===== src/rtl/approx_mul_err_sweeper.sv =====
// ---------------------------------------------------------------------------
// approx_mul_err_sweeper
//
// Exhaustive error-evaluation controller for a small combinational approximate
// multiplier. A vector counter walks every input pattern. Each pattern is
// driven out on dut_in. The returned approximate product is compared against
// the exact unsigned product A*B, where A = dut_in[IN_W/2-1:0] and
// B = dut_in[IN_W-1:IN_W/2]. The block accumulates the maximum absolute
// error, the vector that first reached it, the error sum and the number of
// mismatching vectors. It then issues a pass verdict against threshold ET.
//
// Parameters
//   IN_W       total multiplier input bits (even)
//   OUT_W      multiplier output bits (equal to IN_W)
//   ET         error threshold; pass requires max_err <= ET
//   EARLY_EXIT 1 = stop on the first vector whose error exceeds ET
//
// Ports
//   clk, rst       rising-edge clock, asynchronous active-high reset
//   start          begin a sweep (honoured only when idle)
//   abort          cancel a running sweep (partial statistics are kept)
//   dut_in         vector to the multiplier (zero when not sweeping)
//   dut_out        approximate product, combinational from dut_in
//   busy           sweep in progress
//   done           one-cycle pulse; results valid
//   aborted        last run was cancelled (sticky until next start)
//   pass           max_err <= ET for the last completed run
//   max_err        largest |exact - approx| observed
//   worst_vec      earliest vector that produced max_err
//   err_sum        sum of |exact - approx|
//   mismatch_cnt   number of vectors with a nonzero error
// ---------------------------------------------------------------------------
module approx_mul_err_sweeper #(
  parameter int IN_W       = 4,
  parameter int OUT_W      = 4,
  parameter int ET         = 7,
  parameter int EARLY_EXIT = 0
) (
  input  logic                  clk,
  input  logic                  rst,
  input  logic                  start,
  input  logic                  abort,
  output logic [IN_W-1:0]       dut_in,
  input  logic [OUT_W-1:0]      dut_out,
  output logic                  busy,
  output logic                  done,
  output logic                  aborted,
  output logic                  pass,
  output logic [OUT_W-1:0]      max_err,
  output logic [IN_W-1:0]       worst_vec,
  output logic [OUT_W+IN_W-1:0] err_sum,
  output logic [IN_W:0]         mismatch_cnt
);

  localparam int                HW   = IN_W / 2;
  localparam logic [OUT_W-1:0]  ET_V = OUT_W'(ET);

  typedef enum logic [1:0] {
    S_IDLE,
    S_SWEEP,
    S_DONE
  } state_e;

  state_e                  state_q, state_d;
  logic [IN_W-1:0]         vec_q, vec_d;
  logic [OUT_W-1:0]        max_err_q, max_err_d;
  logic [IN_W-1:0]         worst_vec_q, worst_vec_d;
  logic [OUT_W+IN_W-1:0]   err_sum_q, err_sum_d;
  logic [IN_W:0]           mis_q, mis_d;
  logic                    pass_q, pass_d;
  logic                    aborted_q, aborted_d;

  // Exact reference and absolute error for the vector currently presented.
  logic [IN_W-1:0]         exact;
  logic [OUT_W-1:0]        err;
  logic                    err_new_max;
  logic [OUT_W-1:0]        max_after;
  logic                    sweep_end;

  // Operands are zero-extended so the product is formed at full IN_W width.
  assign exact       = {{(IN_W-HW){1'b0}}, vec_q[HW-1:0]} *
                       {{HW{1'b0}}, vec_q[IN_W-1:HW]};
  assign err         = (exact >= dut_out) ? (exact - dut_out) : (dut_out - exact);
  // Strict compare: a tie keeps the earlier worst vector.
  assign err_new_max = err > max_err_q;
  assign max_after   = err_new_max ? err : max_err_q;
  assign sweep_end   = (vec_q == '1) || ((EARLY_EXIT != 0) && (err > ET_V));

  always_comb begin
    // NOTE: every next-state signal takes its held value first, so no path
    // through the case statement can leave one unassigned and infer a latch.
    state_d     = state_q;
    vec_d       = vec_q;
    max_err_d   = max_err_q;
    worst_vec_d = worst_vec_q;
    err_sum_d   = err_sum_q;
    mis_d       = mis_q;
    pass_d      = pass_q;
    aborted_d   = aborted_q;

    unique case (state_q)
      S_IDLE: begin
        if (start) begin
          vec_d       = '0;
          max_err_d   = '0;
          worst_vec_d = '0;
          err_sum_d   = '0;
          mis_d       = '0;
          pass_d      = 1'b0;
          aborted_d   = 1'b0;
          state_d     = S_SWEEP;
        end
      end

      S_SWEEP: begin
        if (abort) begin
          // Current vector is dropped; statistics so far are held.
          aborted_d = 1'b1;
          pass_d    = 1'b0;
          state_d   = S_IDLE;
        end else begin
          err_sum_d = err_sum_q + (OUT_W+IN_W)'(err);
          mis_d     = mis_q + {{IN_W{1'b0}}, (err != '0)};
          if (err_new_max) begin
            max_err_d   = err;
            worst_vec_d = vec_q;
          end
          if (sweep_end) begin
            // Verdict uses statistics that include this final vector, so it
            // is already valid while done is high.
            pass_d  = (max_after <= ET_V);
            state_d = S_DONE;
          end else begin
            vec_d = vec_q + 1'b1;
          end
        end
      end

      S_DONE: state_d = S_IDLE;

      default: state_d = S_IDLE;
    endcase
  end

  // NOTE: state registers use non-blocking assignments so every flop samples
  // pre-edge values regardless of statement order.
  always_ff @(posedge clk or posedge rst) begin
    if (rst) begin
      state_q     <= S_IDLE;
      vec_q       <= '0;
      max_err_q   <= '0;
      worst_vec_q <= '0;
      err_sum_q   <= '0;
      mis_q       <= '0;
      pass_q      <= 1'b0;
      aborted_q   <= 1'b0;
    end else begin
      state_q     <= state_d;
      vec_q       <= vec_d;
      max_err_q   <= max_err_d;
      worst_vec_q <= worst_vec_d;
      err_sum_q   <= err_sum_d;
      mis_q       <= mis_d;
      pass_q      <= pass_d;
      aborted_q   <= aborted_d;
    end
  end

  assign busy         = (state_q == S_SWEEP);
  assign done         = (state_q == S_DONE);
  assign dut_in       = busy ? vec_q : '0;
  assign aborted      = aborted_q;
  assign pass         = pass_q;
  assign max_err      = max_err_q;
  assign worst_vec    = worst_vec_q;
  assign err_sum      = err_sum_q;
  assign mismatch_cnt = mis_q;

endmodule


===== config.mk =====
export PLATFORM = sky130hd
export DESIGN_NAME = approx_mul_err_sweeper
export DESIGN_NICKNAME = d
export VERILOG_FILES = /design/src/rtl/approx_mul_err_sweeper.sv
export SDC_FILE = /design/constraint.sdc
export NUM_CORES = 1
export LEC_CHECK = 0
export CORE_ASPECT_RATIO = 1.4
export CORE_MARGIN = 8
export CORE_UTILIZATION = 40
export DETAILED_ROUTE_END_ITERATION = 7
export GPL_ROUTABILITY_DRIVEN = 0
export RECOVER_POWER = 100
export REMOVE_ABC_BUFFERS = 1
export SKIP_LAST_GASP = 1
export SLEW_MARGIN = 30
export SYNTH_ARGS = -nofsm -noshare
export SYNTH_HDL_FRONTEND = slang
export SYNTH_SLANG_ARGS = --single-unit

===== constraint.sdc =====
create_clock -name clk -period 3.8 [get_ports clk]
set_input_delay 0.76 -clock clk [delete_from_list [all_inputs] [get_ports clk]]
set_output_delay 0.76 -clock clk [all_outputs]
set_load 0.1 [all_outputs]

Yosys cells after proc, flatten, opt, wreduce, memory -nomap -nowiden:

Index checks and enable logic that the tools add are counted.

* add/sub/neg operators: 5
* multiply operators: 1
* $lt $le $gt $ge: 3
* equality and inequality tests: 9
* multiplexer cells: 28
* reductions and logical operators: 9

Operator list (number)
* $mux W4: 9
* $pmux W4 S2: 3
* $mux W8: 2
* $pmux W8 S2: 1
* $mux W5: 2
* $pmux W5 S2: 1
* $reduce_and A3 Y1: 3
* $add A8 B4 Y8: 1
* $ne A2 B2 Y1 const B: 4
* $reduce_and A4 Y1: 2
* $sub A4 B4 Y4: 2
* $mux W2: 3
* $add A5 B1 Y5: 1
* $add A4 B1 Y4 const B: 1
* $eq A4 B4 Y1 const B: 1
* $ge A4 B4 Y1: 1
* $gt A4 B4 Y1: 1
* $le A4 B3 Y1 const B: 1
* $mul A2 B2 Y4: 1
* $mux W1: 4
* $pmux W1 S2: 2
* $pmux W2 S2: 1
* $reduce_bool A4 Y1: 1
* $ne A3 B2 Y1 const B: 1
* other kinds (6): 6

* register bits after elaboration: 29
* bits of input ports: 8
* output and inout port bits: 29

Depth between registers and ports, before layout:

* depth after elaboration: 9
* gate-level depth with buffers: 16
* depth with buffers taken out: 15

Worst setup path after synthesis:

Ideal clock, no wire load.

* kind: in2reg
* start: in dut_out[0]
* end: reg pass_q (netlist: pass)
* library setup time: 0.071 ns
* arrival time: 3.418 ns
* data required time: 3.729 ns
* setup slack: 0.311 ns
* stages on the path: 11
* path buffers: 0
* cell sequence: ha_1 fa_1 a21boi_0 o21ai_0 mux2i_1 ha_1 nor2b_1 o21ai_0 a21oi_1 or4_2 nand3_1

* longest elaborated chain between the ends: 8

RTL lines
* start, declared: RTL line 44 `input logic [OUT_W-1:0] dut_out,`
* $sub A4 B4 Y4 or $ge A4 B4 Y1 (tied branches): RTL line 83 `assign err = (exact >= dut_out) ? (exact - dut_out) : (dut_out - exact);`
* $mux W4 (*): RTL line 83
* $gt A4 B4 Y1: RTL line 85 `assign err_new_max = err > max_err_q;`
* $mux W4 (*)
* $le A4 B3 Y1 (*): RTL line 131 `pass_d = (max_after <= ET_V);`
* $mux W1 (*): RTL line 128 `if (sweep_end) begin`
* $mux W1 (*): RTL line 116 `if (abort) begin`
* $pmux W1 S2 (*): RTL line 101 `unique case (state_q)`
* end signal, assigned: RTL line 164 `pass_q <= pass_d;`
* end, declared: RTL line 70 `logic pass_q, pass_d;`

Every way passes the cells marked *; elsewhere a longest branch is shown, timed or not. The select of a mux whose other input is x is not followed.
A chain may end at the register's enable or synchronous reset.

Final worst setup path:

* start: in dut_out[0]
* end: reg mis_q[4] (netlist: mismatch_cnt[4])

* longest elaborated chain between the ends: 6

RTL lines
* $sub A4 B4 Y4 or $ge A4 B4 Y1 (tied branches): RTL line 83
* $mux W4 (*): RTL line 83
* $reduce_bool A4 Y1 (*): RTL line 123 `mis_d = mis_q + {{IN_W{1'b0}}, (err != '0)};`
* $add A5 B1 Y5 (*): RTL line 123
* $mux W5 (*): RTL line 116
* $pmux W5 S2 (*): RTL line 101
* end signal, assigned: RTL line 163 `mis_q <= mis_d;`
* end, declared: RTL line 69 `logic [IN_W:0] mis_q, mis_d;`

Marks and branches as above.

==> flow_summary_export.csv <==
group,metric,value,unit
grt,grt_antenna_before_repair,0,
floorplanning,start_util,41.5,%
synth,synthArstFlopShare,100,%
synth,ys_warn_count,0,
power,powerDensity,666,nW/um^2
cells_and_area,num_antenna_cells,0,
placed_design,io_buffers,36,
synth,yosysSeqAreaShare,38.5,%
placed_design,dp.cells,314,
drt,viasPerCell,4.99,
critical_path,endpoint_kind,"register",
power,finalPower,1.70,mW
cts,numCtsBuffers,5,
sta,setup-tns-final,0,ps
status,outcome,"finished with violations",
synth,synth_cells,197,
cts,root_buffer,"clkbuf_8",
sta,max-slew-margin-rel,-6.12,%
critical_path,slowest_stage,"or4_1",
cells_and_area,fin_nets,292,
drt,drt_wl_total,4780,microns
power,leakagePower,1.27,nW
synth,synth_edf_count,0,
cts,cts_tree,"built",
sta,timing.fmax,275,MHz
power,combinationalPowerShare,59.8,%
synth,yosys.cell_count.top_type,"dfrtp_1",
drt,drc,0,
sta,setup_viol,0,
synth,synth_area_leader_cell,"dfrtp_1",
placed_design,placed_area,2460,sq um
critical_path,cp_common_cell,"ha_1",
floorplanning,placementRows,29,
critical_path,crit_chain,"clkdlybuf4s50_1 > ha_1 > fa_2 > a21boi_1 > o21ai_1 > mux2i_1 > buf_4 > buf_4 > or4_1 > ha_1 > ha_1 > nand4_1 > xor2_1 > nor2_1",
critical_path,critPathBufInv,3,
cells_and_area,drive_gt1_share,15.6,%
critical_path,max_stage_delay,480,ps
sta,finalCritPeriodShare,95.9,%
sta,post-route-min-period,3640,ps
floorplanning,die_h,97.2,microns
drt,vias,1617,
status,violations,"max-capacitance violations, max-slew violations",
cells_and_area,final_cells,324,
drt,wl_per_cell,14.7,microns
placed_design,hpwlAfterDp,3730,microns
sta,worst_pin_slew,1590,ps
critical_path,worstPathArrival,3810,ps
synth,synth.distinct_cells,46,
synth,syn_avg_cell_area,9.56,sq um
synth,synth_top_area_share,38.5,%
synth,ys_top_cells_by_area,"dfrtp_1 (39%), ha_1 (13%), a22o_1 (4.2%)",
cells_and_area,fin_util,56.3,%
drt,postRouteAntennaNets,0,
critical_path,path_class,"input port to register",
job,max-cap-violations,1,
critical_path,cp_max_fo,3,
grt,grt_max_degree,30,
drt,first_pass_iters,4,
drt,drtIter0Drc,37,
grt,grt_pass1_vias,1768,
power,sw_frac_of_total,53.8,%
sta,drv_slew,30,
synth,synth_common_cells,"dfrtp_1 (29), ha_1 (20), inv_1 (20), nand2_1 (16), o21ai_0 (15)",
power,seqPwrFrac,25.8,%
power,clock_power_share,14.4,%
sta,finClkSkew,3.54,ps
synth,syn-cell-area,1880,sq um
power,ir_worst_vdd,578,uV
grt,gr-usage-all-layers,14.5,%
critical_path,cpLargestDelayFamily,"adder cells",
cells_and_area,finalInstanceArea,2550,sq um
cts,ctsHoldBuffers,0,
grt,overflow,0,
floorplanning,fp.dieW,74.0,microns
floorplanning,pin_count,37,
min_path,hold_path_class,"register to register",
synth,ys_ff_latch,29,
power,power_switching,914,uW
synth,synth-main-ff-cell,"dfrtp_1",
sta,rsz0062_at_grt,"no",
cts,clock_sinks,29,
floorplanning,dieArea,7190,sq um
critical_path,critPathRequiredTime,3970,ps
critical_path,critPathLaunchType,"input port",
sta,finalHoldViolCount,0,
power,p_int,786,uW
grt,grt_pass1_wl,8270,microns
cts,clock_path_buffers,2,
cts,insertion_delay,280,ps
cts,clkTransAtPathRegs,70,ps
cells_and_area,area_delta_synth_final,35.6,%
floorplanning,core_area,4540,sq um
cts,cts.htree.levels,2,
power groups by stage:
stage	sequential, mW	combinational (mW)	clock (mW)
global route	0.449	1.09	0.266
finish	0.439	1.02	0.244
floorplan	0.867	0.306	0
global placement	0.447	1.02	0
detailed placement	0.445	1.03	0
CTS	0.442	1.04	0.251
worst reg2reg max path: stages (launching register included):
cell and delay (ps):
dfrtp_1 380, and2_1 160, ha_1 190, ha_1 200
ha_1 350, a21oi_1 250, o21ai_1 140, mux2i_1 170
buf_4 160, buf_4 130, or4_1 480, ha_1 220
ha_1 200, nand4_1 110, xor2_1 150, nor2_1 50
state kept, by name, indices dropped and copies added, names as in the netlist:
signal / cells
pass: 1
state_q: 2
mismatch_cnt: 5
vec_q: 4
aborted: 1
err_sum: 8
max_err: 4
worst_vec: 4
stage by stage:
step | hold WS, ps | worst slack (ps)
after floorplan | 530 | 311
after global routing | 504 | 6.75
after CTS | 503 | 35.8
after global placement | 485 | -259
final | 496 | 157
after detailed placement | 480 | -411
logic make-up after synthesis:
logic type	count (synthesis)	synth area share (%)
AO/OA/AOI/OAI	45	16.1
XOR/XNOR	9	4.19
adder cells (fa/ha/maj)	23	16.5
buffers and inverters	23	4.98
flip-flops	29	38.5
multiplexers	1	0.532
AND/OR/NAND/NOR	67	19.2
routing by layer:
layer	vias up	share of wire [%]	global-route usage, %
met5	-	0	0
met4	0	1.3	4.79
met3	5	3.1	3.20
met2	25	50	24.3
met1	770	45	17.4
li1	817	-	-
final timing paths:
check / endpoint / cells after the start / startpoint / slack [ps]
min: worst_vec[3] / 1 / worst_vec[3] / 500
min in group asynchronous: err_sum[7] / 3 / rst / 1470
max in group asynchronous: max_err[2] / 3 / rst / 1410
min reg2reg: worst_vec[3] / 1 / worst_vec[3] / 500
max: mismatch_cnt[4] / 14 / dut_out[0] / 160
max reg2reg: mismatch_cnt[4] / 15 / vec_q[0] / 350
layout by cell type, fill, tap and decap left out, types with 3 or more instances in the layout:
| master | n |
|---|---|
| clkbuf_1 | 7 |
| a22o_1 | 9 |
| a21oi_1 | 3 |
| nand4_1 | 4 |
| and2_1 | 6 |
| clkdlybuf4s50_1 | 5 |
| o21ai_0 | 12 |
| ha_1 | 20 |
| xor2_1 | 7 |
| o21ai_1 | 4 |
| nor2b_1 | 3 |
| dlygate4sd3_1 | 25 |
| buf_4 | 21 |
| dfrtp_1 | 29 |
| inv_1 | 20 |
| nand3_1 | 8 |
| nand2_1 | 15 |
| nor2_1 | 13 |
| clkbuf_8 | 5 |
area by class of cell:
class                      instances  area (sq um)
clock inverter                     2          10.0
tap                               62          77.6
inverter                          21          78.8
clock buffer                       6          72.6
sequential                        29           726
timing repair buffer              59           508
multi-input combinational        145          1080
fill                             436          1980
what timing repair did:
item | CTS | global route
gates resized for setup | 2 | 8
pin swaps | 0 | 5
setup endpoints to repair | 7 | 16
buffers inserted | 1 | 1
No activity file was read; power rests on OpenSTA's default activity.
